## config.mk

```make
export PLATFORM = sky130hd
export DESIGN_NAME = tcm_pmem_axi
export DESIGN_NICKNAME = d
export VERILOG_FILES = /design/src/rtl/tcm_axi_pkg.sv /design/src/rtl/tcm_pmem_axi_wbuf.sv /design/src/rtl/tcm_pmem_axi.sv
export SDC_FILE = /design/constraint.sdc
export NUM_CORES = 1
export LEC_CHECK = 0
export ABC_CLOCK_PERIOD_IN_PS = 2500
export BUFFER_PORTS_ARGS = -buffer_cell sky130_fd_sc_hd__clkbuf_2
export CORE_UTILIZATION = 30
export CTS_BUF_LIST = sky130_fd_sc_hd__clkbuf_8
export DETAILED_ROUTE_END_ITERATION = 10
export PLACE_DENSITY = 0.55
export REMOVE_ABC_BUFFERS = 1
export SLEW_MARGIN = 25
export SYNTH_ARGS = -nofsm -noshare
export SYNTH_HDL_FRONTEND = slang
export SYNTH_HIERARCHICAL = 1
export SYNTH_SLANG_ARGS = --single-unit
```

## constraint.sdc

```tcl
create_clock -name clk_i -period 2.5 [get_ports clk_i]
set_clock_uncertainty 0.15 [all_clocks]
set_input_delay 0.125 -clock clk_i [delete_from_list [all_inputs] [get_ports clk_i]]
set_output_delay 0.125 -clock clk_i [all_outputs]
set_load 0.05 [all_outputs]
```

## src/rtl/tcm_axi_pkg.sv

```systemverilog
// Shared definitions for the TCM pmem/AXI bridge: FSM encoding and AXI4 constants.
package tcm_axi_pkg;

    typedef enum logic [2:0] {
        ST_IDLE  = 3'd0,
        ST_WRITE = 3'd1,
        ST_WRESP = 3'd2,
        ST_RADDR = 3'd3,
        ST_RDATA = 3'd4
    } state_e;

    localparam logic [1:0] AXI_BURST_INCR  = 2'b01;
    localparam logic [1:0] AXI_RESP_OKAY   = 2'b00;
    localparam logic [1:0] AXI_RESP_SLVERR = 2'b10;

    function automatic logic [7:0] clamp_len(input logic [7:0] len, input logic [7:0] max_len);
        return (len > max_len) ? max_len : len;
    endfunction

endpackage

```

## src/rtl/tcm_pmem_axi_wbuf.sv

```systemverilog
// One-entry W channel holding register; a load may coincide with the drain of the
// previous entry, so the pmem side can stream one beat per cycle while wready is high.
module tcm_pmem_axi_wbuf (
    input  logic        clk_i,
    input  logic        rst_i,
    input  logic        load_i,
    input  logic [31:0] data_i,
    input  logic [3:0]  strb_i,
    input  logic        last_i,
    input  logic        wready_i,
    output logic        full_o,
    output logic [31:0] data_o,
    output logic [3:0]  strb_o,
    output logic        last_o
);

    logic        full_q, full_d;
    logic [31:0] data_q, data_d;
    logic [3:0]  strb_q, strb_d;
    logic        last_q, last_d;

    always_comb begin
        full_d = full_q;
        data_d = data_q;
        strb_d = strb_q;
        last_d = last_q;
        if (full_q && wready_i) begin
            full_d = 1'b0;
        end
        if (load_i) begin
            full_d = 1'b1;
            data_d = data_i;
            strb_d = strb_i;
            last_d = last_i;
        end
    end

    always_ff @(posedge clk_i or negedge rst_i) begin
        if (!rst_i) begin
            full_q <= 1'b0;
            data_q <= '0;
            strb_q <= '0;
            last_q <= 1'b0;
        end else begin
            full_q <= full_d;
            data_q <= data_d;
            strb_q <= strb_d;
            last_q <= last_d;
        end
    end

    assign full_o = full_q;
    assign data_o = data_q;
    assign strb_o = strb_q;
    assign last_o = last_q;

endmodule

```

## src/rtl/tcm_pmem_axi.sv

```systemverilog
// Pmem-to-AXI4 initiator: each pmem burst becomes one INCR transaction, one outstanding.
// state  | meaning
// IDLE   | accepting a new pmem request
// WRITE  | AW pending and/or W beats being collected and drained
// WRESP  | waiting for the burst's single B response
// RADDR  | AR pending
// RDATA  | forwarding R beats to the pmem side until rlast
module tcm_pmem_axi
    import tcm_axi_pkg::*;
#(
    parameter logic [3:0] AXI_ID  = 4'd0,
    parameter logic [7:0] MAX_LEN = 8'd7
) (
    input  logic        clk_i,
    input  logic        rst_i,
    input  logic        ram_rd_i,
    input  logic [3:0]  ram_wr_i,
    input  logic [7:0]  ram_len_i,
    input  logic [31:0] ram_addr_i,
    input  logic [31:0] ram_write_data_i,
    output logic        ram_accept_o,
    output logic        ram_ack_o,
    output logic        ram_error_o,
    output logic [31:0] ram_read_data_o,
    output logic        axi_awvalid_o,
    output logic [31:0] axi_awaddr_o,
    output logic [3:0]  axi_awid_o,
    output logic [7:0]  axi_awlen_o,
    output logic [1:0]  axi_awburst_o,
    input  logic        axi_awready_i,
    output logic        axi_wvalid_o,
    output logic [31:0] axi_wdata_o,
    output logic [3:0]  axi_wstrb_o,
    output logic        axi_wlast_o,
    input  logic        axi_wready_i,
    input  logic        axi_bvalid_i,
    input  logic [1:0]  axi_bresp_i,
    input  logic [3:0]  axi_bid_i,
    output logic        axi_bready_o,
    output logic        axi_arvalid_o,
    output logic [31:0] axi_araddr_o,
    output logic [3:0]  axi_arid_o,
    output logic [7:0]  axi_arlen_o,
    output logic [1:0]  axi_arburst_o,
    input  logic        axi_arready_i,
    input  logic        axi_rvalid_i,
    input  logic [31:0] axi_rdata_i,
    input  logic [1:0]  axi_rresp_i,
    input  logic [3:0]  axi_rid_i,
    input  logic        axi_rlast_i,
    output logic        axi_rready_o
);

    state_e      state_q, state_d;
    logic        awvalid_q, awvalid_d;
    logic [31:0] awaddr_q, awaddr_d;
    logic [7:0]  awlen_q, awlen_d;
    logic        arvalid_q, arvalid_d;
    logic [31:0] araddr_q, araddr_d;
    logic [7:0]  arlen_q, arlen_d;
    logic        bready_q, bready_d;
    logic        rready_q, rready_d;
    logic        ack_q, ack_d;
    logic        err_q, err_d;
    logic [31:0] rdata_q, rdata_d;
    logic [7:0]  beats_q, beats_d;
    logic        clamp_q, clamp_d;
    logic        aw_done_q, aw_done_d;
    logic        wl_done_q, wl_done_d;

    logic        accept;
    logic        w_load;
    logic        w_last_in;
    logic        w_full;
    logic        w_last;
    logic        wr_req;
    logic [7:0]  len_cl;
    logic        len_over;
    logic        aw_hs, wl_hs, b_hs, r_hs, ar_hs;
    logic        unused_addr;

    assign unused_addr = ^ram_addr_i[1:0];

    assign wr_req   = (ram_wr_i != 4'h0);
    assign len_cl   = clamp_len(ram_len_i, MAX_LEN);
    assign len_over = (ram_len_i > MAX_LEN);
    assign aw_hs    = awvalid_q & axi_awready_i;
    assign wl_hs    = w_full & axi_wready_i & w_last;
    assign b_hs     = bready_q & axi_bvalid_i;
    assign r_hs     = rready_q & axi_rvalid_i;
    assign ar_hs    = arvalid_q & axi_arready_i;

    always_comb begin
        state_d   = state_q;
        awvalid_d = awvalid_q;
        awaddr_d  = awaddr_q;
        awlen_d   = awlen_q;
        arvalid_d = arvalid_q;
        araddr_d  = araddr_q;
        arlen_d   = arlen_q;
        bready_d  = bready_q;
        rready_d  = rready_q;
        ack_d     = 1'b0;
        err_d     = 1'b0;
        rdata_d   = rdata_q;
        beats_d   = beats_q;
        clamp_d   = clamp_q;
        aw_done_d = aw_done_q;
        wl_done_d = wl_done_q;
        accept    = 1'b0;
        w_load    = 1'b0;
        w_last_in = 1'b0;

        case (state_q)
            ST_IDLE: begin
                accept = 1'b1;
                // A write request takes priority when rd and wr arrive together.
                if (wr_req) begin
                    w_load    = 1'b1;
                    w_last_in = (len_cl == 8'd0);
                    awvalid_d = 1'b1;
                    awaddr_d  = {ram_addr_i[31:2], 2'b00};
                    awlen_d   = len_cl;
                    beats_d   = len_cl;
                    clamp_d   = len_over;
                    aw_done_d = 1'b0;
                    wl_done_d = 1'b0;
                    state_d   = ST_WRITE;
                end else if (ram_rd_i) begin
                    arvalid_d = 1'b1;
                    araddr_d  = {ram_addr_i[31:2], 2'b00};
                    arlen_d   = len_cl;
                    clamp_d   = len_over;
                    state_d   = ST_RADDR;
                end
            end
            ST_WRITE: begin
                // beats_q counts W beats still to be collected from the pmem side.
                accept = (beats_q != 8'd0) & (~w_full | axi_wready_i);
                if (aw_hs) begin
                    awvalid_d = 1'b0;
                    aw_done_d = 1'b1;
                end
                if (wl_hs) begin
                    wl_done_d = 1'b1;
                end
                if (accept && wr_req) begin
                    w_load    = 1'b1;
                    w_last_in = (beats_q == 8'd1);
                    beats_d   = beats_q - 8'd1;
                end
                if ((aw_done_q | aw_hs) && (wl_done_q | wl_hs)) begin
                    bready_d = 1'b1;
                    state_d  = ST_WRESP;
                end
            end
            ST_WRESP: begin
                if (b_hs) begin
                    bready_d = 1'b0;
                    ack_d    = 1'b1;
                    err_d    = (axi_bresp_i != AXI_RESP_OKAY) | (axi_bid_i != AXI_ID) | clamp_q;
                    state_d  = ST_IDLE;
                end
            end
            ST_RADDR: begin
                if (ar_hs) begin
                    arvalid_d = 1'b0;
                    rready_d  = 1'b1;
                    state_d   = ST_RDATA;
                end
            end
            ST_RDATA: begin
                if (r_hs) begin
                    ack_d   = 1'b1;
                    rdata_d = axi_rdata_i;
                    err_d   = (axi_rresp_i != AXI_RESP_OKAY) | (axi_rid_i != AXI_ID) | clamp_q;
                    if (axi_rlast_i) begin
                        rready_d = 1'b0;
                        state_d  = ST_IDLE;
                    end
                end
            end
            default: begin
                state_d = ST_IDLE;
            end
        endcase
    end

    always_ff @(posedge clk_i or negedge rst_i) begin
        if (!rst_i) begin
            state_q   <= ST_IDLE;
            awvalid_q <= 1'b0;
            awaddr_q  <= '0;
            awlen_q   <= '0;
            arvalid_q <= 1'b0;
            araddr_q  <= '0;
            arlen_q   <= '0;
            bready_q  <= 1'b0;
            rready_q  <= 1'b0;
            ack_q     <= 1'b0;
            err_q     <= 1'b0;
            rdata_q   <= '0;
            beats_q   <= '0;
            clamp_q   <= 1'b0;
            aw_done_q <= 1'b0;
            wl_done_q <= 1'b0;
        end else begin
            state_q   <= state_d;
            awvalid_q <= awvalid_d;
            awaddr_q  <= awaddr_d;
            awlen_q   <= awlen_d;
            arvalid_q <= arvalid_d;
            araddr_q  <= araddr_d;
            arlen_q   <= arlen_d;
            bready_q  <= bready_d;
            rready_q  <= rready_d;
            ack_q     <= ack_d;
            err_q     <= err_d;
            rdata_q   <= rdata_d;
            beats_q   <= beats_d;
            clamp_q   <= clamp_d;
            aw_done_q <= aw_done_d;
            wl_done_q <= wl_done_d;
        end
    end

    tcm_pmem_axi_wbuf u_wbuf (
        .clk_i    (clk_i),
        .rst_i    (rst_i),
        .load_i   (w_load),
        .data_i   (ram_write_data_i),
        .strb_i   (ram_wr_i),
        .last_i   (w_last_in),
        .wready_i (axi_wready_i),
        .full_o   (w_full),
        .data_o   (axi_wdata_o),
        .strb_o   (axi_wstrb_o),
        .last_o   (w_last)
    );

    assign ram_accept_o    = accept;
    assign ram_ack_o       = ack_q;
    assign ram_error_o     = err_q;
    assign ram_read_data_o = rdata_q;
    assign axi_awvalid_o   = awvalid_q;
    assign axi_awaddr_o    = awaddr_q;
    assign axi_awid_o      = AXI_ID;
    assign axi_awlen_o     = awlen_q;
    assign axi_awburst_o   = AXI_BURST_INCR;
    assign axi_wvalid_o    = w_full;
    assign axi_wlast_o     = w_last;
    assign axi_bready_o    = bready_q;
    assign axi_arvalid_o   = arvalid_q;
    assign axi_araddr_o    = araddr_q;
    assign axi_arid_o      = AXI_ID;
    assign axi_arlen_o     = arlen_q;
    assign axi_arburst_o   = AXI_BURST_INCR;
    assign axi_rready_o    = rready_q;

endmodule

```

==> flow_metrics.tcl <==
set metrics [dict create \
    reg2reg_depth 7 \
    cts_buffers 17 \
    startpoint "state_q[1]" \
    worstSetupStartpointType "flip-flop" \
    core_area_um2 22000 \
    drtIter0Drc 261 \
    synthTopCellsByArea "dfrtp_1 (62%), mux2_2 (13%), nand2_1 (6.2%)" \
    grt_pass1_wl_mm 29.7 \
    period_minus_slack_ps 2340 \
    grt_pass1_vias 5730 \
    io_pins 298 \
    worstSetupEndpointType "output pin" \
    dp_hpwl_mm 12.4 \
    path_cells "or3b_1 -> nor2_8 -> a21oi_1 -> buf_4 -> inv_1 -> clkbuf_2" \
    dr.pass1.iters 8 \
    die_x_um 152 \
    finalMaxSlewViolations 0 \
    synth.distinct_cells 47 \
    insertedDiodeCount 0 \
    wirelength_mm 17.8 \
    synth-seq-area-share_pct 61.5 \
    worstHoldEndpoint "u_wbuf/last_o" \
    die_h_um 152 \
    timing.rr.end "u_wbuf/data_o[8]" \
    overflow 0 \
    irDropWorstVdd_mv 1.10 \
    total_power_w 0.0128 \
    gp_congestion 0.770 \
    place_area_um2 8540 \
    hold_ws_ps 43.8 \
    cts.htree.levels 4 \
    synthToLayoutAreaGrowth_pct 49.5 \
    grt_setup_unrepaired "no" \
    synth.avg_cell_area_um2 12.7 \
    r2r_start "state_q[1]" \
    syn-cell-area_um2 6750 \
    grt_max_degree 62 \
    slowest_delay_ps 480 \
    path_clk_slew_ps 90 \
    drive_gt1_share_pct 46.6 \
    power_density_nw_per_um2 1270 \
    required_ps 2230 \
    leakage_nw 5.35 \
    holdPathStages 3 \
    routedWlPerCell_um 14.4 \
    ys_warn_count 6 \
    relSlewSlack_pct 60.4 \
    setup-tns-final_ps 0 \
    final_cell_mix "clkbuf_2 (278), dfrtp_1 (166), dlygate4sd3_1 (116)" \
    ant_nets 0 \
    layout_commonest_cell "clkbuf_2" \
    synthCells 530 \
    cts_root_buf "clkbuf_8" \
    dieArea_um2 23100 \
    via_per_inst 4.47 \
    status "finished with violations" \
    finalCritPeriodShare_pct 93.7 \
    portBuffers 279 \
    fin_util_pct 46.0 \
    violations "design-rule violations" \
    synth_area_leader_cell "dfrtp_1" \
    min_path_type "in2reg" \
    path_class "reg2out" \
    fmax_ghz 0.427 \
    cts_tree "done" \
    reg2reg_setup_slack_ps 160 \
    crit_fanout 4 \
    grt_usage_pct 16.2 \
    antenna_found_initial 0 \
    critPathArrivalTime_ps 2070 \
    clkLatencyLatePin_ps 440 \
    cts.sinks 166 \
    hold_viol 0 \
    synth_top_area_share_pct 61.5 \
    drv_cap 0 \
    nFillCells 2042 \
    hp-start "ram_len_i[2]" \
    drc 42 \
    vias 5525 \
    fin_nets 1076 \
    rows 54 \
    clockBufferDepth 2 \
    worst_pin_slew_ps 595 \
    slowest_stage "or3b_1" \
    ys_ff_latch 166 \
    initial_core_util_pct 30.7 \
    setup_viol 0 \
    final_area_um2 10100 \
]
-- sequential cells by signal (all words and copies together), names as in the netlist, 3 cells and up --
name,flops
axi_araddr_o,30
axi_arlen_o,8
axi_awaddr_o,30
axi_awlen_o,8
beats_q,8
ram_read_data_o,32
state_q,3
u_wbuf/data_o,32
u_wbuf/strb_o,4
-- per-stage QoR --
stage / cells / setup WS, ps
floorplan: 504 / -602
global placement: 1089 / 167
detailed placement: 1089 / 136
CTS: 1237 / 91.7
global route: 1237 / 30.3
finish: 1237 / 157
-- worst max path at each step --
stage,slack (ps),end
after floorplan,-600,u_wbuf/data_o[0]
after global placement,170,u_wbuf/data_o[1]
after detailed placement,140,u_wbuf/data_o[8]
after CTS,90,ram_accept_o
after global routing,30,ram_accept_o
final,160,ram_accept_o
-- where the power goes --
group	internal [W]	switching, W	total, W	leakage [nW]
registers	0.00361	0.000537	0.00415	2.13
logic	0.00202	0.00474	0.00676	3.03
clock network	0.000855	0.00104	0.00190	0.196
-- final cells by class --
type,count,area (um2),area share (%)
inverters,6,22.5,0.223
clock inverters,13,123,1.21
flip-flops and latches,166,4150,41.2
multi-input cells,332,2390,23.6
well taps,280,350,3.47
clock buffers,19,262,2.59
repair buffers,421,2800,27.7
-- cells by family after synthesis --
group / Yosys count / share of synthesized area [%]
flip-flops: 166 / 61.5
other: 2 / 0.111
AND/OR/NAND/NOR: 172 / 12.1
AO/OA/AOI/OAI: 42 / 4.06
buffers and inverters: 46 / 4.08
adder cells (fa/ha/maj): 3 / 0.556
multiplexers: 99 / 17.6
-- worst max-delay path, delay by kind of cell, from the launching register on --
family	cells	cell delay, ps
AOI/OAI and AO/OA	1	80
DFF	1	380
buffers and inverters	3	520
and+or+nand+nor	2	650
-- synthesized netlist by cell type (all sizes together) --
cell type,instances
dfrtp,166
nand2,112
mux2,99
buf,27
o21ai,17
clkbuf,13
nand3,12
and2,10
nor2,9
inv,6
or4,6
a21oi,5
nor3,5
a31o,3
ha,3
nor4,3
o41ai,3
a21o,2
a31oi,2
and2b,2
conb,2
nand2b,2
nand4,2
nor3b,2
o211ai,2
o311ai,2
o31ai,2
or3,2
a32o,1
and3,1
and4,1
nand4b,1
nor2b,1
o22a,1
o2bb2ai,1
o32ai,1
or3b,1
-- repair_timing --
action	in CTS	in global routing
hold buffers	116	0
endpoints found under the setup margin	0	1
gates resized for setup	0	1
endpoints found under the hold margin	266	0
buffers inserted	0	0
-- per-layer routing --
metal / GRT usage [%] / wire length (um) / up-vias
met4: 4.96 / 257 / 0
met5: 0 / 0 / -
li1: - / - / 2612
met2: 27.3 / 8870 / 201
met3: 4.65 / 1140 / 19
met1: 20.1 / 7540 / 2693
Power figures use the tool's default switching activity.
